### config.mk
export PLATFORM = sky130hd
export DESIGN_NAME = wb_stage
export DESIGN_NICKNAME = d
export VERILOG_FILES = /design/src/rtl/wb_pkg.sv /design/src/rtl/wb_fifo.sv /design/src/rtl/wb_stage.sv
export SDC_FILE = /design/constraint.sdc
export NUM_CORES = 1
export LEC_CHECK = 0
export CAP_MARGIN = 25
export CORE_MARGIN = 4
export CORE_UTILIZATION = 53
export DETAILED_ROUTE_END_ITERATION = 10
export GPL_ROUTABILITY_DRIVEN = 0
export PLACE_DENSITY = 0.84
export SETUP_SLACK_MARGIN = 0.05
export SLEW_MARGIN = 5
export SYNTH_ARGS = -nofsm -noshare
export SYNTH_HDL_FRONTEND = slang
export SYNTH_HIERARCHICAL = 1
export SYNTH_SLANG_ARGS = --single-unit
### constraint.sdc
create_clock -name clk -period 4.4 [get_ports clk]
set_input_delay 0.66 -clock clk [delete_from_list [all_inputs] [get_ports clk]]
set_output_delay 0.66 -clock clk [all_outputs]
set_load 0.01 [all_outputs]
### src/rtl/wb_pkg.sv
// wb_pkg: shared constants and the queued load-result entry type for the writeback stage.
package wb_pkg;
  localparam int XLEN_DEF = 32;
  localparam int REG_ADDR_W = 5;
  localparam int WB_DEPTH_DEF = 2;
  localparam int STARVE_LIMIT_DEF = 4;
  typedef struct packed {
    logic valid;
    logic [REG_ADDR_W-1:0] rd;
    logic [XLEN_DEF-1:0] data;
  } wb_entry_t;
endpackage

### src/rtl/wb_fifo.sv
// wb_fifo: circular load-result buffer with per-entry squash by destination register.
module wb_fifo
  import wb_pkg::*;
#(
  parameter int DEPTH = WB_DEPTH_DEF
) (
  input  logic                     clk,
  input  logic                     rst,
  input  logic                     push,
  input  logic [REG_ADDR_W-1:0]    push_rd,
  input  logic [XLEN_DEF-1:0]      push_data,
  input  logic                     pop,
  input  logic                     sq_en,
  input  logic [REG_ADDR_W-1:0]    sq_rd,
  output wb_entry_t                head,
  output logic [$clog2(DEPTH):0]   count,
  output logic [DEPTH-1:0]         ent_valid,
  output logic [REG_ADDR_W-1:0]    ent_rd [DEPTH]
);
  localparam int PW = $clog2(DEPTH);
  logic [PW-1:0] head_q, head_d, tail_q, tail_d;
  logic [PW:0] count_q, count_d;
  wb_entry_t [DEPTH-1:0] ent_q, ent_d;
  // squash first so a push landing on the same edge stays live
  always_comb begin
    ent_d = ent_q;
    for (int i = 0; i < DEPTH; i++)
      if (sq_en && ent_q[i].rd == sq_rd) ent_d[i].valid = 1'b0;
    if (pop) ent_d[head_q].valid = 1'b0;
    if (push) ent_d[tail_q] = '{valid: 1'b1, rd: push_rd, data: push_data};
    head_d = pop ? head_q + 1'b1 : head_q;
    tail_d = push ? tail_q + 1'b1 : tail_q;
    count_d = count_q + (PW+1)'(push) - (PW+1)'(pop);
  end
  always_ff @(posedge clk) begin
    if (rst) begin
      head_q <= '0;
      tail_q <= '0;
      count_q <= '0;
      ent_q <= '0;
    end else begin
      head_q <= head_d;
      tail_q <= tail_d;
      count_q <= count_d;
      ent_q <= ent_d;
    end
  end
  always_comb begin
    for (int i = 0; i < DEPTH; i++) begin
      ent_valid[i] = ent_q[i].valid;
      ent_rd[i] = ent_q[i].rd;
    end
  end
  assign head = ent_q[head_q];
  assign count = count_q;
endmodule

### src/rtl/wb_stage.sv
// wb_stage: merges ALU and queued load results onto one register-file write port.
module wb_stage
  import wb_pkg::*;
#(
  parameter int XLEN = XLEN_DEF,
  parameter int DEPTH = WB_DEPTH_DEF,
  parameter int STARVE_LIMIT = STARVE_LIMIT_DEF
) (
  input  logic            clk,
  input  logic            rst,
  input  logic            alu_valid,
  output logic            alu_ready,
  input  logic [4:0]      alu_rd,
  input  logic [XLEN-1:0] alu_data,
  input  logic            mem_valid,
  output logic            mem_ready,
  input  logic [4:0]      mem_rd,
  input  logic [XLEN-1:0] mem_data,
  output logic            rf_we,
  output logic [4:0]      rf_rd,
  output logic [XLEN-1:0] rf_wdata,
  output logic [31:0]     pend_mask
);
  localparam int CW = $clog2(DEPTH) + 1;
  localparam int SW = $clog2(STARVE_LIMIT + 1);
  wb_entry_t head;
  logic [CW-1:0] count;
  logic [DEPTH-1:0] ent_valid;
  logic [4:0] ent_rd [DEPTH];
  logic empty, alu_fire, mem_fire, pop, iss_we;
  logic [4:0] iss_rd;
  logic [XLEN-1:0] iss_data;
  logic [SW-1:0] starve_q, starve_d;
  logic rf_we_q, rf_we_d;
  logic [4:0] rf_rd_q, rf_rd_d;
  logic [XLEN-1:0] rf_wdata_q, rf_wdata_d;
  assign empty = count == '0;
  assign mem_ready = count != CW'(DEPTH);
  assign alu_ready = !(!empty && starve_q == SW'(STARVE_LIMIT));
  wb_fifo #(.DEPTH(DEPTH)) u_fifo (
    .clk       (clk),
    .rst       (rst),
    .push      (mem_fire && mem_rd != '0),
    .push_rd   (mem_rd),
    .push_data (mem_data),
    .pop       (pop),
    .sq_en     (alu_fire && alu_rd != '0),
    .sq_rd     (alu_rd),
    .head      (head),
    .count     (count),
    .ent_valid (ent_valid),
    .ent_rd    (ent_rd)
  );
  // the counter never passes the limit: at the limit the ALU is blocked and the head drains
  always_comb begin
    alu_fire = alu_valid && alu_ready;
    mem_fire = mem_valid && mem_ready;
    pop = !alu_fire && !empty;
    iss_we = alu_fire ? alu_rd != '0 : pop && head.valid;
    iss_rd = alu_fire ? alu_rd : head.rd;
    iss_data = alu_fire ? alu_data : head.data;
    starve_d = (!empty && alu_fire) ? starve_q + 1'b1 : '0;
    rf_we_d = iss_we;
    rf_rd_d = iss_we ? iss_rd : rf_rd_q;
    rf_wdata_d = iss_we ? iss_data : rf_wdata_q;
  end
  always_comb begin
    pend_mask = '0;
    for (int i = 0; i < DEPTH; i++)
      if (ent_valid[i]) pend_mask[ent_rd[i]] = 1'b1;
    pend_mask[0] = 1'b0;
  end
  always_ff @(posedge clk) begin
    if (rst) begin
      starve_q <= '0;
      rf_we_q <= 1'b0;
      rf_rd_q <= '0;
      rf_wdata_q <= '0;
    end else begin
      starve_q <= starve_d;
      rf_we_q <= rf_we_d;
      rf_rd_q <= rf_rd_d;
      rf_wdata_q <= rf_wdata_d;
    end
  end
  assign rf_we = rf_we_q;
  assign rf_rd = rf_rd_q;
  assign rf_wdata = rf_wdata_q;
endmodule

# Word-level counts from Yosys, hierarchy flattened
# Cells that the tools add are included.
# W data, S select, Z words.
# word_totals
regBits	121
latch_bits	0
mem_bits_rw	0
romBits	0
inputBits	78
mem_count	0
# op_classes
n_addsub	5
mul	0
div_mod_pow	0
n_lt_le_gt_ge	8
eq_ne	4
n_shift	0
mux	21
bitwise_logic	2
reduce_logical	21
# op_table
op	n
$bwmux W76	2
$mux W38	4
$mux W76	2
$mux W32	3
$demux W38 S1	2
$or A32 B32 Y32	1
$logic_and A1 B1 Y1	14
$lt A5 B6 Y1 const B	2
$demux W1 S5	2
$eq A5 B5 Y1	2
$ge A5 B1 Y1 const B	2
$reduce_bool A5 Y1	2
$mux W1	5
$mux W5	1
$lt A1 B2 Y1 const B	2
$add A3 B1 Y3 const B	1
$eq A3 B3 Y1 const B	1
$logic_not A1 Y1	3
$add A1 B1 Y1 const B	2
$add A2 B1 Y2	1
$ge A1 B1 Y1 const B	2
$logic_not A2 Y1	1
$ne A2 B2 Y1 const B	1
$reduce_or A2 Y1	1
2 further kinds	2

# Longest topological paths before layout
# Gate-level depths: netlist (run 1).
# logic_depth
word_depth	12
mapped_depth	10

# Cells and area by module
# The synthesis (run 1) kept the hierarchy.
# modules_own_cells
mod	n_inst	cells_per_inst	area_per_inst_um2	seq_area_each_um2
wb_fifo	1	416	3419.5	1601.5
wb_stage	1	260	2519.9	820.8

# Worst setup path before layout (run 1)
# OpenSTA, ideal clock, no wires.
# synth_timing
kind	input -> register
startpoint	in alu_rd[2]
endpoint	reg u_fifo.ent_q, in the netlist u_fifo/ent_valid[0]
arrival_ns	2.033
required_ns	4.309
path_slack_ns	2.276
cell_stages	6
cell_sequence	or4_4 > o211ai_4 > buf_4 > buf_4 > inv_1 > a311oi_1
# synth_between
elab_chain_len	8
# synth_lines
item	line	text
start, declared	wb_stage.sv:13	input logic [4:0] alu_rd,
$reduce_bool A5 Y1	wb_stage.sv:47	.sq_en (alu_fire && alu_rd != '0),
$logic_and A1 B1 Y1	wb_stage.sv:47	
$logic_and A1 B1 Y1 (*)	wb_fifo.sv:28	if (sq_en && ent_q[i].rd == sq_rd) ent_d[i].valid = 1'b0;
$mux W1 (*)	wb_fifo.sv:28	
$bwmux W76	wb_fifo.sv:29	if (pop) ent_d[head_q].valid = 1'b0;
$mux W76 (*)	wb_fifo.sv:29	
$bwmux W76	wb_fifo.sv:30	if (push) ent_d[tail_q] = '{valid: 1'b1, rd: push_rd, data: push_data};
$mux W76 (*)	wb_fifo.sv:30	
end signal, assigned	wb_fifo.sv:45	ent_q <= ent_d;
end, declared	wb_fifo.sv:23	wb_entry_t [DEPTH-1:0] ent_q, ent_d;
# Every way passes the cells marked *; elsewhere a longest branch is shown, timed or not.
# A chain may end at the register's enable or synchronous reset.

# Final worst setup path (run 1)
# layout_timing
startpoint	reg u_fifo.ent_q, in the netlist u_fifo/ent_rd[2]
endpoint	out pend_mask[6]
# layout_between
elab_chain_len	6
# layout_lines
item	line	text
$lt A5 B6 Y1 (not written as such) or $ge A5 B1 Y1 (tied branches)	wb_stage.sv:70	if (ent_valid[i]) pend_mask[ent_rd[i]] = 1'b1;
$logic_and A1 B1 Y1 (not written as such)	wb_stage.sv:70	
$mux W1 (not written as such)	wb_stage.sv:70	
$demux W1 S5 (*)	wb_stage.sv:70	
$or A32 B32 Y32 (no source line) (*)	-	
$mux W32 (*)	wb_stage.sv:70	
end, declared	wb_stage.sv:22	output logic [31:0] pend_mask
# Marked as above.

==> results.cfg, run 1 <==
[logic_synthesis]
netlist_area_um2 = 5939
synth_commonest_cells = 158 x nand2_1, 121 x dfxtp_1, 81 x a21oi_1
synthMostInstantiatedCell = nand2_1
postSynthCellCount = 676
ys_seq_elements = 121
synth_edf_count = 0
syn_avg_cell_area_um2 = 8.786
synth_top_cell_area_share = 0.4078
synth_ff_type = dfxtp_1
synth_top_area_cell = dfxtp_1
synth_cell_types = 38
ys_seq_area_frac = 0.4078
async_flop_share = 0
yosys_warnings = 6
synthTopCellsByArea = dfxtp_1 41%, nand2_1 10%, a221oi_2 7.6%
syn-num-nets = 758

[critical_path]
crit_path_max_incr_delay_ns = 0.58
path_class = reg -> out
arrival_ns = 2.37
reg2reg_from = starve_q[0]
worstPathCellList = or3b_2, o22ai_1, clkdlybuf4s50_1
crit_required_ns = 3.74
reg2reg_to = rf_wdata[8]
rrSetupSlack_ns = 1.79
reg2regPathDepth = 7
worst_setup_path_end_kind = output pin
crit_path_start = u_fifo/ent_rd[2]
crit_fanout = 11
start_kind = flip-flop
slowest_stage = clkdlybuf4s50_1

[clock_network]
root_buffer = clkbuf_8
cts_resized = 0
cts_tree = built
path_clk_slew_ns = 0.06
clockBufferDepth = 2
cts-htree-levels = 4
cts_buffers = 17
clock_sinks = 121
postCtsHoldBufs = 0
clk_latency_ns = 0.51
post_cts_buffers = 0

[detailed_routing]
first_pass_iters = 5
drt_iter0_markers = 475
num_vias = 5651
via_per_inst = 6.005
drc = 0
totalWireLength_um = 17890
antenna_left = 0
post_drt_wl_per_cell_um = 19.02

[finish]
final_nets = 872
utilization = 0.7306
diodes = 0
syn_to_final_growth_pct = 33.94
drive_gt1_frac = 0.1461
final_cell_area_um2 = 7955

[worst_hold_path]
min_path_type = reg -> reg
hold_depth = 2
hold_end = u_fifo/ent_q[29]
hp-start = u_fifo/ent_q[29]

[timing]
drv_slew = 0
fmax_mhz = 330.3
worst_pin_slew_ns = 0.9647
setup_viol = 0
timing.hold.ws_ns = 0.4538
period_needed_ns = 3.027
fin_setup_tns_ns = 0
finalCritPeriodShare = 0.6880
clock_skew_ns = 0.008194
finalHoldViolations = 0
max_slew_margin = 0.3569
rsz0062_at_grt = false

[power]
switching_share = 0.2891
power_density_nw_per_um2 = 449.4
ir_drop_mv = 0.3430
p_clk_frac = 0.392
internal-power_w = 0.002541
seq_power_share = 0.367
p_switching_w = 0.001033
p_leak_nw = 2.903
pwr-share-comb = 0.241

[global_routing]
grt_usage = 0.2683
gr-total-overflow = 0
antenna_found_initial = 0
grt_max_degree = 86
grt_pass1_wl_um = 28110
grt_pass1_vias = 5814

[floorplan]
die-area_um2 = 12960
initial_core_util = 0.5455
rows = 38
die-height_um = 113.9
ioPinCount = 150
dieWidth_um = 113.9
coreArea_um2 = 10890

[placement]
port-buffer-count = 148
placed_area_um2 = 7326
dp_hpwl_um = 11360

[status]
status = complete, no violations

[flow_run]
maxCapViolCount = 0
worst max-delay path by stage:
stage	endpoint	slack, ns	depth (start not counted)
3_5_place_dp	u_fifo/ent_q[38]	1.36	7
2_1_floorplan	u_fifo/ent_valid[0]	2.28	6
4_1_cts	pend_mask[11]	1.38	3
6_report	pend_mask[6]	1.37	3
3_3_place_gp	u_fifo/ent_valid[0]	1.49	6
5_1_grt	pend_mask[6]	1.32	3
cell usage in the layout (no fill, tap or decap), types with 2 or more instances in the layout:
master	instances
clkbuf_8	6
bufinv_16	3
a221oi_2	30
xnor2_1	2
o22ai_1	31
clkbuf_16	16
or3_1	2
a311oi_1	2
clkdlybuf4s50_1	147
clkinv_2	2
nand2_1	157
mux2_2	38
nand3b_1	10
buf_4	9
clkinvlp_4	2
nand2b_1	4
xor2_1	11
ha_1	4
nor2_1	46
a221oi_1	7
dfxtp_1	120
nand3_1	4
nor4_1	4
inv_1	5
or3b_2	4
a21oi_1	81
mux2i_1	37
layer usage:
metal,share of wire,global-route usage
met4,0.023,0.1045
met1,0.39,0.2997
met3,0.063,0.05889
met5,0,0
met2,0.52,0.4943
cells by family (layout without fill, tap and decap cells):
group / after synthesis / after routing / share of synthesized area
compound gates: 156 / 156 / 0.1984
xor+xnor: 13 / 13 / 0.01917
fa+ha+maj: 4 / 4 / 0.008427
buf+inv: 67 / 192 / 0.06025
flops: 121 / 121 / 0.4078
mux: 75 / 75 / 0.1344
other cells: 1 / 1 / 0.0006314
simple gates: 239 / 239 / 0.1708
power groups by stage:
stage	Sequential [W]	Clock [W]	Combinational [W]
after CTS	0.00131	0.00141	0.000848
after floorplan	0.00132	0	0.000560
final	0.00131	0.00140	0.000862
after detailed placement	0.00133	0	0.000833
after global routing	0.00133	0.00146	0.000932
after global placement	0.00132	0	0.000803
critical path: cells and delay by family, from the launching register on:
kind,cells,cell delay [ns]
AOI/OAI and AO/OA,1,0.19
and+or+nand+nor,1,0.54
buffers and inverters,1,0.58
DFF,1,0.56
state kept, by name (all words and copies together) (netlist names):
signal	flops
starve_q	3
rf_rd	5
u_fifo/head_q	1
u_fifo/tail_q	1
u_fifo/ent_rd	10
u_fifo/ent_q	64
rf_we	1
rf_wdata	32
u_fifo/ent_valid	2
u_fifo/count	2
per-stage QoR:
step           cells  setup WS [ns]  power, W
2_1_floorplan    676          2.276  0.001877
3_3_place_gp     910          1.491  0.002124
3_5_place_dp     910          1.362  0.002163
4_1_cts          940          1.378  0.003565
5_1_grt          941          1.316  0.003718
6_report         941          1.373  0.003575
area by class of cell:
type | instances | area, µm²
Multi-Input combinational cell | 488 | 3169
Clock inverter | 7 | 115.1
Fill cell | 805 | 2933
Inverter | 5 | 18.77
Clock buffer | 23 | 486.7
Timing Repair Buffer | 157 | 1567
Tap cell | 140 | 175.2
Sequential cell | 121 | 2424
Note: power is estimated with default switching activity, not from simulation.
==> run 2, diff against run 1 <==
--- a/config.mk
+++ b/config.mk
@@ -7,10 +7,10 @@
 export LEC_CHECK = 0
 export CAP_MARGIN = 25
 export CORE_MARGIN = 4
-export CORE_UTILIZATION = 53
+export CORE_UTILIZATION = 45
 export DETAILED_ROUTE_END_ITERATION = 10
 export GPL_ROUTABILITY_DRIVEN = 0
-export PLACE_DENSITY = 0.84
+export PLACE_DENSITY = 0.76
 export SETUP_SLACK_MARGIN = 0.05
 export SLEW_MARGIN = 5
 export SYNTH_ARGS = -nofsm -noshare
==> constraint.sdc (replaced) <==
create_clock -name clk -period 2.6 [get_ports clk]
set_input_delay 0.39 -clock clk [delete_from_list [all_inputs] [get_ports clk]]
set_output_delay 0.39 -clock clk [all_outputs]
set_load 0.01 [all_outputs]
==> run 2 against run 1 <==
Net effect: cell count rose by 5.4%; design area rose by 2.9%; count of clock-buffer cells in the layout fell by 4; sequential power rose by 69%; sequential cell count did not move; first-iteration DRC count fell by 5.9%; largest power group unchanged; highest routed layer unchanged.
==> results.cfg, run 2 (same netlist as run 1, synthesis figures left out) <==
[clock_network]
root_buffer = clkbuf_16
path_clk_slew_ns = 0.06
clockBufferDepth = 2
clk_latency_ns = 0.41
cts-htree-levels = 4
postCtsHoldBufs = 0
clock_sinks = 121
post_cts_buffers = 0
cts_buffers = 17
cts_tree = built

[power]
seq_power_share = 0.354
power_density_nw_per_um2 = 761.8
p_switching_w = 0.001806
switching_share = 0.2895
ir_drop_mv = 0.3668
internal-power_w = 0.004430
p_leak_nw = 3.023
finalPower_w = 0.006236
p_clk_frac = 0.406
pwr-share-comb = 0.241

[floorplan]
rows = 41
die-area_um2 = 15100
dieWidth_um = 122.9
coreArea_um2 = 12770
ioPinCount = 150
die-height_um = 122.9
initial_core_util = 0.4650

[status]
status = complete, no violations

[finish]
nFillCells = 1009
regArea_um2 = 2427
final_common_cell = nand2_1
multi_input_area_um2 = 3177
regMostFlops = u_fifo/ent_q
largest_reg_flops = 64
final_cell_mix = 157 x nand2_1, 146 x clkdlybuf4s50_1, 117 x dfxtp_1
final_nets = 889
drive_gt1_frac = 0.1720
syn_to_final_growth_pct = 37.81
diodes = 0

[critical_path]
worst_setup_path_end_kind = output pin
crit_fanout = 11
arrival_ns = 2.09
path_class = reg -> out
crit_required_ns = 2.21
start_kind = flip-flop

[timing]
setup_viol = 0
finalHoldViolations = 0
clock_skew_ns = 0.01144
fmax_mhz = 403.8
period_needed_ns = 2.477
finalCritPeriodShare = 0.9526
max_slew_margin = 0.6083
drv_slew = 0
worst_pin_slew_ns = 0.5850
rsz0062_at_grt = true
fin_setup_tns_ns = 0

[global_routing]
antenna_found_initial = 0
grt_max_degree = 54
grt_usage = 0.2241
grt_pass1_wl_um = 27140
grt_pass1_vias = 5598
gr-total-overflow = 0

[detailed_routing]
antenna_left = 0
first_pass_iters = 5
drt_iter0_markers = 447
via_per_inst = 5.546
totalWireLength_um = 16930
post_drt_wl_per_cell_um = 17.06
num_vias = 5502
drc = 0

[worst_hold_path]
min_path_type = reg -> reg

[placement]
dp_hpwl_um = 11590
port-buffer-count = 148

[flow_run]
maxCapViolCount = 0
-- run 2: cell types whose count changed in the layout (fill, tap and decap cells not counted), sizes merged --
cell and delta:
buf +17, bufinv +1, clkbuf -4, clkdlybuf4s50 -1
clkinvlp +3, dlymetal6s2s +1, inv +2
-- run 2: worst max-delay path: stages, from the launching register on --
cell,delay (ns)
dfxtp_1,0.41
or3b_2,0.56
o22ai_1,0.14
clkdlybuf4s50_1,0.57
-- run 2: layout make-up --
type | instances | area share
inverter | 5 | 0.002293
timing repair buffer | 174 | 0.2079
multi-input combinational | 488 | 0.3881
tap | 172 | 0.02629
clock buffer | 19 | 0.05533
clock inverter | 13 | 0.02354
sequential | 121 | 0.2965
-- run 2: metal layers --
layer / share of wire / vias up / global-route usage
li1: - / 2631 / -
met1: 0.43 / 2592 / 0.2827
met2: 0.48 / 246 / 0.3768
met3: 0.066 / 33 / 0.04009
met4: 0.023 / 0 / 0.09307
met5: 0 / - / 0
-- run 2: worst paths after layout --
check                   start          endpoint  slack [ns]  cells after the start
max reg2reg   u_fifo/count[0]   u_fifo/count[1]        0.46                     10
max          u_fifo/ent_rd[4]      pend_mask[5]        0.12                      3
min reg2reg  u_fifo/ent_q[26]  u_fifo/ent_q[26]        0.45                      2
min          u_fifo/ent_q[26]  u_fifo/ent_q[26]        0.45                      2
-- run 2: power groups by stage --
stage | clock network (W) | logic [W] | registers (W)
global route | 0.00265 | 0.00164 | 0.00224
global placement | 0 | 0.00145 | 0.00223
floorplan | 0 | 0.000948 | 0.00223
CTS | 0.00256 | 0.00150 | 0.00221
detailed placement | 0 | 0.00149 | 0.00224
finish | 0.00253 | 0.00150 | 0.00221
-- run 2: what timing repair did --
| action | CTS | global route |
|---|---|---|
| resized for setup | 2 | 4 |
| endpoints found under the hold margin | 0 | 0 |
| endpoints found under the setup margin | 5 | 8 |
-- run 2: stage by stage --
step	instance area (µm²)	util	std cells	hold slack, ns	setup slack, ns
4_1_cts	8178	0.6402	992	0.4540	0.06679
2_1_floorplan	5939	-	676	0.4324	0.7458
3_5_place_dp	7528	0.5894	960	0.4462	0.08484
5_1_grt	8185	0.6408	992	0.4711	0.04877
3_3_place_gp	7528	0.5894	960	0.4380	0.1463
6_report	8185	0.6408	992	0.4514	0.1233
==> run 3, diff against run 2 <==
--- a/config.mk
+++ b/config.mk
@@ -8,6 +8,7 @@
 export CAP_MARGIN = 25
 export CORE_MARGIN = 4
 export CORE_UTILIZATION = 45
+export CTS_CLUSTER_SIZE = 24
 export DETAILED_ROUTE_END_ITERATION = 10
 export GPL_ROUTABILITY_DRIVEN = 0
 export PLACE_DENSITY = 0.76
==> results of run 3 <==
Same layout as run 2: the final DEF is identical, and so are final timing and power.
